===== src/rtl/shift_sequencer.sv =====
// -----------------------------------------------------------------------------
// shift_sequencer
//
// Drives an external combinational shifter for a programmable number of
// passes.  A sequence is requested with start while ready=1.  The operand,
// pass count and shift kind are captured at that edge.  The block then feeds
// the running accumulator to the shifter once per cycle and captures the
// shifter output back each cycle.  When the last pass lands, the final value
// is published on result and done pulses for one cycle.
//
// Shift kinds (shControl code driven to the shifter while running):
//   op=0 -> 2'b01 : arithmetic right shift by 1 per pass
//   op=1 -> 2'b10 : logical left shift by 8 per pass
//   idle / done   -> 2'b00 : bypass
//
// Optional feature: define SHIFT_SEQ_ABORT_EN to add an abort input.  When
// abort is high during RUN, the running sequence is dropped and the block
// returns to IDLE on the next edge without touching result and without a
// done pulse.  Without the macro the port does not exist and every sequence
// runs to completion.
//
// Ports
//   clock     in   1      sole clock, rising edge
//   reset     in   1      asynchronous active-high reset
//   start     in   1      sequence request, honoured only when ready=1
//   op        in   1      shift kind, sampled with start
//   count     in   CNT_W  number of shifter passes, sampled with start
//   dataIn    in   32     operand, sampled with start
//   abort     in   1      (SHIFT_SEQ_ABORT_EN only) drop the running sequence
//   shControl out  2      control code to the external shifter
//   shData    out  32     data to the external shifter (always the accumulator)
//   shResult  in   32     combinational output of the external shifter
//   ready     out  1      high in IDLE
//   busy      out  1      high in RUN
//   done      out  1      one-cycle pulse in DONE
//   result    out  32     final value, held until the next accepted start
// -----------------------------------------------------------------------------
module shift_sequencer #(
  parameter int CNT_W = 5
) (
  input  logic             clock,
  input  logic             reset,
  input  logic             start,
  input  logic             op,
  input  logic [CNT_W-1:0] count,
  input  logic [31:0]      dataIn,
`ifdef SHIFT_SEQ_ABORT_EN
  input  logic             abort,
`endif
  output logic [1:0]       shControl,
  output logic [31:0]      shData,
  input  logic [31:0]      shResult,
  output logic             ready,
  output logic             busy,
  output logic             done,
  output logic [31:0]      result
);

  typedef enum logic [1:0] {
    S_IDLE = 2'b00,
    S_RUN  = 2'b01,
    S_DONE = 2'b10
  } state_t;

  localparam logic [CNT_W-1:0] REM_ZERO = {CNT_W{1'b0}};
  localparam logic [CNT_W-1:0] REM_ONE  = {{(CNT_W-1){1'b0}}, 1'b1};

  state_t           state_q, state_d;
  logic [31:0]      acc_q, acc_d;
  logic [CNT_W-1:0] rem_q, rem_d;
  logic             op_q, op_d;
  logic [31:0]      result_q, result_d;
  logic             ready_q, ready_d;
  logic             busy_q, busy_d;
  logic             done_q, done_d;
  logic             abort_s;

  // Abort request, tied off when the feature is not built in.
`ifdef SHIFT_SEQ_ABORT_EN
  assign abort_s = abort;
`else
  assign abort_s = 1'b0;
`endif

  // Next-state and datapath computation for the sequencer.
  always_comb begin
    state_d  = state_q;
    acc_d    = acc_q;
    rem_d    = rem_q;
    op_d     = op_q;
    result_d = result_q;

    case (state_q)
      S_IDLE: begin
        if (start) begin
          acc_d = dataIn;
          rem_d = count;
          op_d  = op;
          if (count != REM_ZERO) begin
            state_d = S_RUN;
          end else begin
            // Zero passes: the operand itself is the answer.
            state_d  = S_DONE;
            result_d = dataIn;
          end
        end else begin
          state_d = S_IDLE;
        end
      end

      S_RUN: begin
        if (abort_s) begin
          state_d = S_IDLE;
        end else begin
          acc_d = shResult;
          // Guarded decrement so rem can never wrap below zero.
          if (rem_q != REM_ZERO) begin
            rem_d = rem_q - REM_ONE;
          end else begin
            rem_d = rem_q;
          end
          // Last pass: publish the shifter output as the result on DONE entry.
          // rem==0 cannot occur here, but is treated as last to avoid lock-up.
          if (rem_q <= REM_ONE) begin
            state_d  = S_DONE;
            result_d = shResult;
          end else begin
            state_d = S_RUN;
          end
        end
      end

      S_DONE: begin
        state_d = S_IDLE;
      end

      default: begin
        state_d = S_IDLE;
      end
    endcase

    // Status outputs are registered, decoded from the upcoming state.
    ready_d = (state_d == S_IDLE);
    busy_d  = (state_d == S_RUN);
    done_d  = (state_d == S_DONE);
  end

  // State, datapath and status registers with asynchronous reset.
  always_ff @(posedge clock or posedge reset) begin
    if (reset) begin
      state_q  <= S_IDLE;
      acc_q    <= 32'd0;
      rem_q    <= REM_ZERO;
      op_q     <= 1'b0;
      result_q <= 32'd0;
      ready_q  <= 1'b1;
      busy_q   <= 1'b0;
      done_q   <= 1'b0;
    end else begin
      state_q  <= state_d;
      acc_q    <= acc_d;
      rem_q    <= rem_d;
      op_q     <= op_d;
      result_q <= result_d;
      ready_q  <= ready_d;
      busy_q   <= busy_d;
      done_q   <= done_d;
    end
  end

  // Shifter control follows the current state; bypass outside RUN.
  always_comb begin
    case (state_q)
      S_RUN:   shControl = op_q ? 2'b10 : 2'b01;
      S_IDLE:  shControl = 2'b00;
      S_DONE:  shControl = 2'b00;
      default: shControl = 2'b00;
    endcase
  end

  assign shData = acc_q;
  assign ready  = ready_q;
  assign busy   = busy_q;
  assign done   = done_q;
  assign result = result_q;

endmodule


===== config.mk =====
export PLATFORM = sky130hd
export DESIGN_NAME = shift_sequencer
export DESIGN_NICKNAME = d
export VERILOG_FILES = /design/src/rtl/shift_sequencer.sv
export SDC_FILE = /design/constraint.sdc
export NUM_CORES = 1
export LEC_CHECK = 0
export ABC_AREA = 1
export BUFFER_PORTS_ARGS = -buffer_cell sky130_fd_sc_hd__buf_2
export CAP_MARGIN = 10
export CORE_ASPECT_RATIO = 0.75
export CORE_MARGIN = 2
export CORE_UTILIZATION = 40
export DETAILED_ROUTE_END_ITERATION = 8
export PLACE_DENSITY = 0.7
export SLEW_MARGIN = 10
export SYNTH_ARGS = -nofsm -noshare
export SYNTH_HDL_FRONTEND = slang
export SYNTH_SLANG_ARGS = --single-unit
export TNS_END_PERCENT = 1

===== constraint.sdc =====
create_clock -name clock -period 2 [get_ports clock]
set_input_delay 0 -clock clock [delete_from_list [all_inputs] [get_ports clock]]
set_output_delay 0 -clock clock [all_outputs]
set_load 0.02 [all_outputs]

==> results.yml <==
sta:
  finalSetupViolCount: 0
  period_minus_slack_ns: 1.88
  fmax_mhz: 533
  rsz0062_at_grt: "false"
  slew-limit-headroom_pct: 73.5
  holdWs_ns: 0.0135
  tightest_slew_ns: 0.397
  fin_ws_ns: 0.125
  tns_ns: 0
  skew_ns: 0.00880
  fin_crit_sh_pct: 93.8
  slew_viol_final: 0
  finalHoldViolations: 0
detailed_routing:
  drt_iter0_markers: 177
  drtPass1Iterations: 4
  vias: 3740
  ant_nets: 0
  drc: 0
  routed_wl_mm: 11.2
  avgRoutedWirePerCell_um: 14.4
  vias_per_cell: 4.81
worst_setup_path:
  worstPathMaxFanout: 29
  crit_required_ns: 2.26
  cp_data_arrival_time_ns: 2.14
  crit_type: "reg -> reg"
  worstSetupStartpointType: "register"
  end_kind: "register"
final_layout:
  final_layout_size_suffix_gt1_share_pct: 41.4
  fill_cells: 774
  area_growth_pct: 49.3
  nets: 719
  fin_area_sq_um: 5690
  final_cell_count_no_fill: 778
  final_core_util_pct: 62.1
floorplan:
  initial_core_util_pct: 41.6
  die_h_um: 88.5
  rows: 30
  io_pins: 142
  die_x_um: 117
  core-area_sq_um: 9160
  fp.dieArea_sq_um: 10300
global_route:
  grt_first_pass_wirelength_mm: 17.5
  grt_pass1_vias: 3743
  grt_max_degree: 35
  grt-ovfl-total: 0
  grt_antenna_before_repair: 0
  grt_util_all_layers_pct: 22.2
clock_network:
  clk_pin_slew_ns: 0.06
  cts_tree: "yes"
  cts_buffer_depth: 2
  clock-sinks: 75
  cts_made_buffers: 9
  clk_latency_ns: 0.33
  cts-root-buf: "clkbuf_16"
  htreeDepth: 3
synth:
  yosys_warnings: 0
  ys_top_cells_by_area: "dfrtp_1 49%, nand2_1 13%, nand2_2 9.8%, nand3_2 7.6%, a31oi_1 5.3%"
  synth_cell_types: 27
  synth_top_area_share_pct: 48.6
  yosys_register_bits: 75
  synth_largest_area_cell: "dfrtp_1"
  syn_avg_cell_area_sq_um: 8.88
  syn_nets: 504
  synth_area_sq_um: 3810
  yosysSeqAreaShare_pct: 49.3
  synthesis.instances: 429
status:
  run_status: "complete, no violations"
power:
  total_power_mw: 9.48
  ir_drop_mv: 0.850
  cellPowerDensity_nw_per_um2: 1670
  p_leak_nw: 2.99
place:
  numPlacedInstances: 683
  gp_congestion: 0.789
  dpl.hpwl_mm: 7.19
  port_buffers: 141
  place_area_sq_um: 4590
  place_ws_ns: 0.257
job:
  cap_violations: 0
worst_hold_path:
  min_path_type: "in -> reg"
[power by group]
part           switching [mW]  leakage (nW)  internal [mW]
sequential              0.493         0.915           2.26
combinational            3.11          1.93           2.02
clock                   0.613         0.145          0.993
[worst max-delay path, stage by stage, from the launching register on]
cell and delay (ns):
dfrtp_1 0.42, nand2_4 0.19, buf_6 0.27, nand2_1 0.11
a31oi_1 0.20, dlygate4sd3_1 0.59
[cells in the mapped netlist (all sizes together)]
cell type	number
clkbuf	4
nand2	189
a21oi	1
buf	20
a31oi	32
o21ai	8
or2	2
dfstp	1
inv	14
nor2	44
ha	2
dfrtp	74
o21bai	1
nand3	37
[cells by family after synthesis]
| group | after synthesis | share of synthesized area (%) |
|---|---|---|
| fa+ha+maj | 2 | 0.656 |
| buf+inv | 38 | 6.20 |
| flops | 75 | 49.3 |
| compound gates | 42 | 6.63 |
| simple gates | 272 | 37.2 |
[cell usage in the layout, fill, tap and decap left out]
cell type      instances
dlygate4sd3_1         78
o21ai_1                2
nor2_4                 1
buf_4                  2
dfrtp_1               74
nor2_1                41
clkbuf_1               1
clkinvlp_4             1
nand3_1                7
nand2_1              126
or2_1                  1
diode_2                1
buf_12                 2
or2_4                  1
a31oi_1               32
o21ai_0                6
clkbuf_8               1
nor2_2                 2
clkbuf_16              9
nand2_4                2
o21bai_1               1
nand2_2               60
ha_1                   2
nand3_2               29
dfstp_2                1
nand3_4                1
bufinv_16              1
buf_2                141
nand2_8                1
buf_6                  5
clkinv_2               4
a21oi_1                1
inv_1                  8
inv_2                  5
[per-layer routing]
layer,vias to the layer above,wire length (um),global-route usage [%]
li1,1809,-,-
met1,1772,4900,26.4
met5,-,0,0
met4,0,189,7.59
met2,138,5450,39.4
met3,21,656,5.62
[layout make-up]
type / count / area, sq um / share of cell area [%]
timing repair buffer: 228 / 1600 / 28.1
clock inverter: 5 / 52.6 / 0.923
sequential: 75 / 1880 / 33.0
clock buffer: 11 / 243 / 4.26
antenna: 1 / 2.50 / 0.0440
inverter: 14 / 53.8 / 0.945
tap: 128 / 160 / 2.81
multi-input combinational: 316 / 1700 / 29.9
[registers in the layout (all words and copies together), names as in the netlist]
register	count
shData	32
state_q	2
done	1
ready	1
result	32
op_q	1
rem_q	5
busy	1
[repair_timing]
| item | in CTS | in global routing |
|---|---|---|
| setup endpoints to repair | 0 | 23 |
| endpoints found under the hold margin | 103 | 0 |
| hold buffers | 78 | 0 |
| setup buffers | 0 | 0 |
| gates resized for setup | 0 | 6 |
[final timing paths]
kind	to	start	cells after the start	slack, ns
min in group asynchronous	shData[7]	reset	3	0.20
hold / removal	result[18]	dataIn[18]	5	0.01
setup reg to reg	shData[25]	state_q[0]	5	0.12
max in group asynchronous	result[20]	reset	4	1.16
setup / recovery	shData[25]	state_q[0]	5	0.12
hold reg to reg	result[18]	result[18]	2	0.52
No activity file was read; power rests on OpenSTA's default activity.
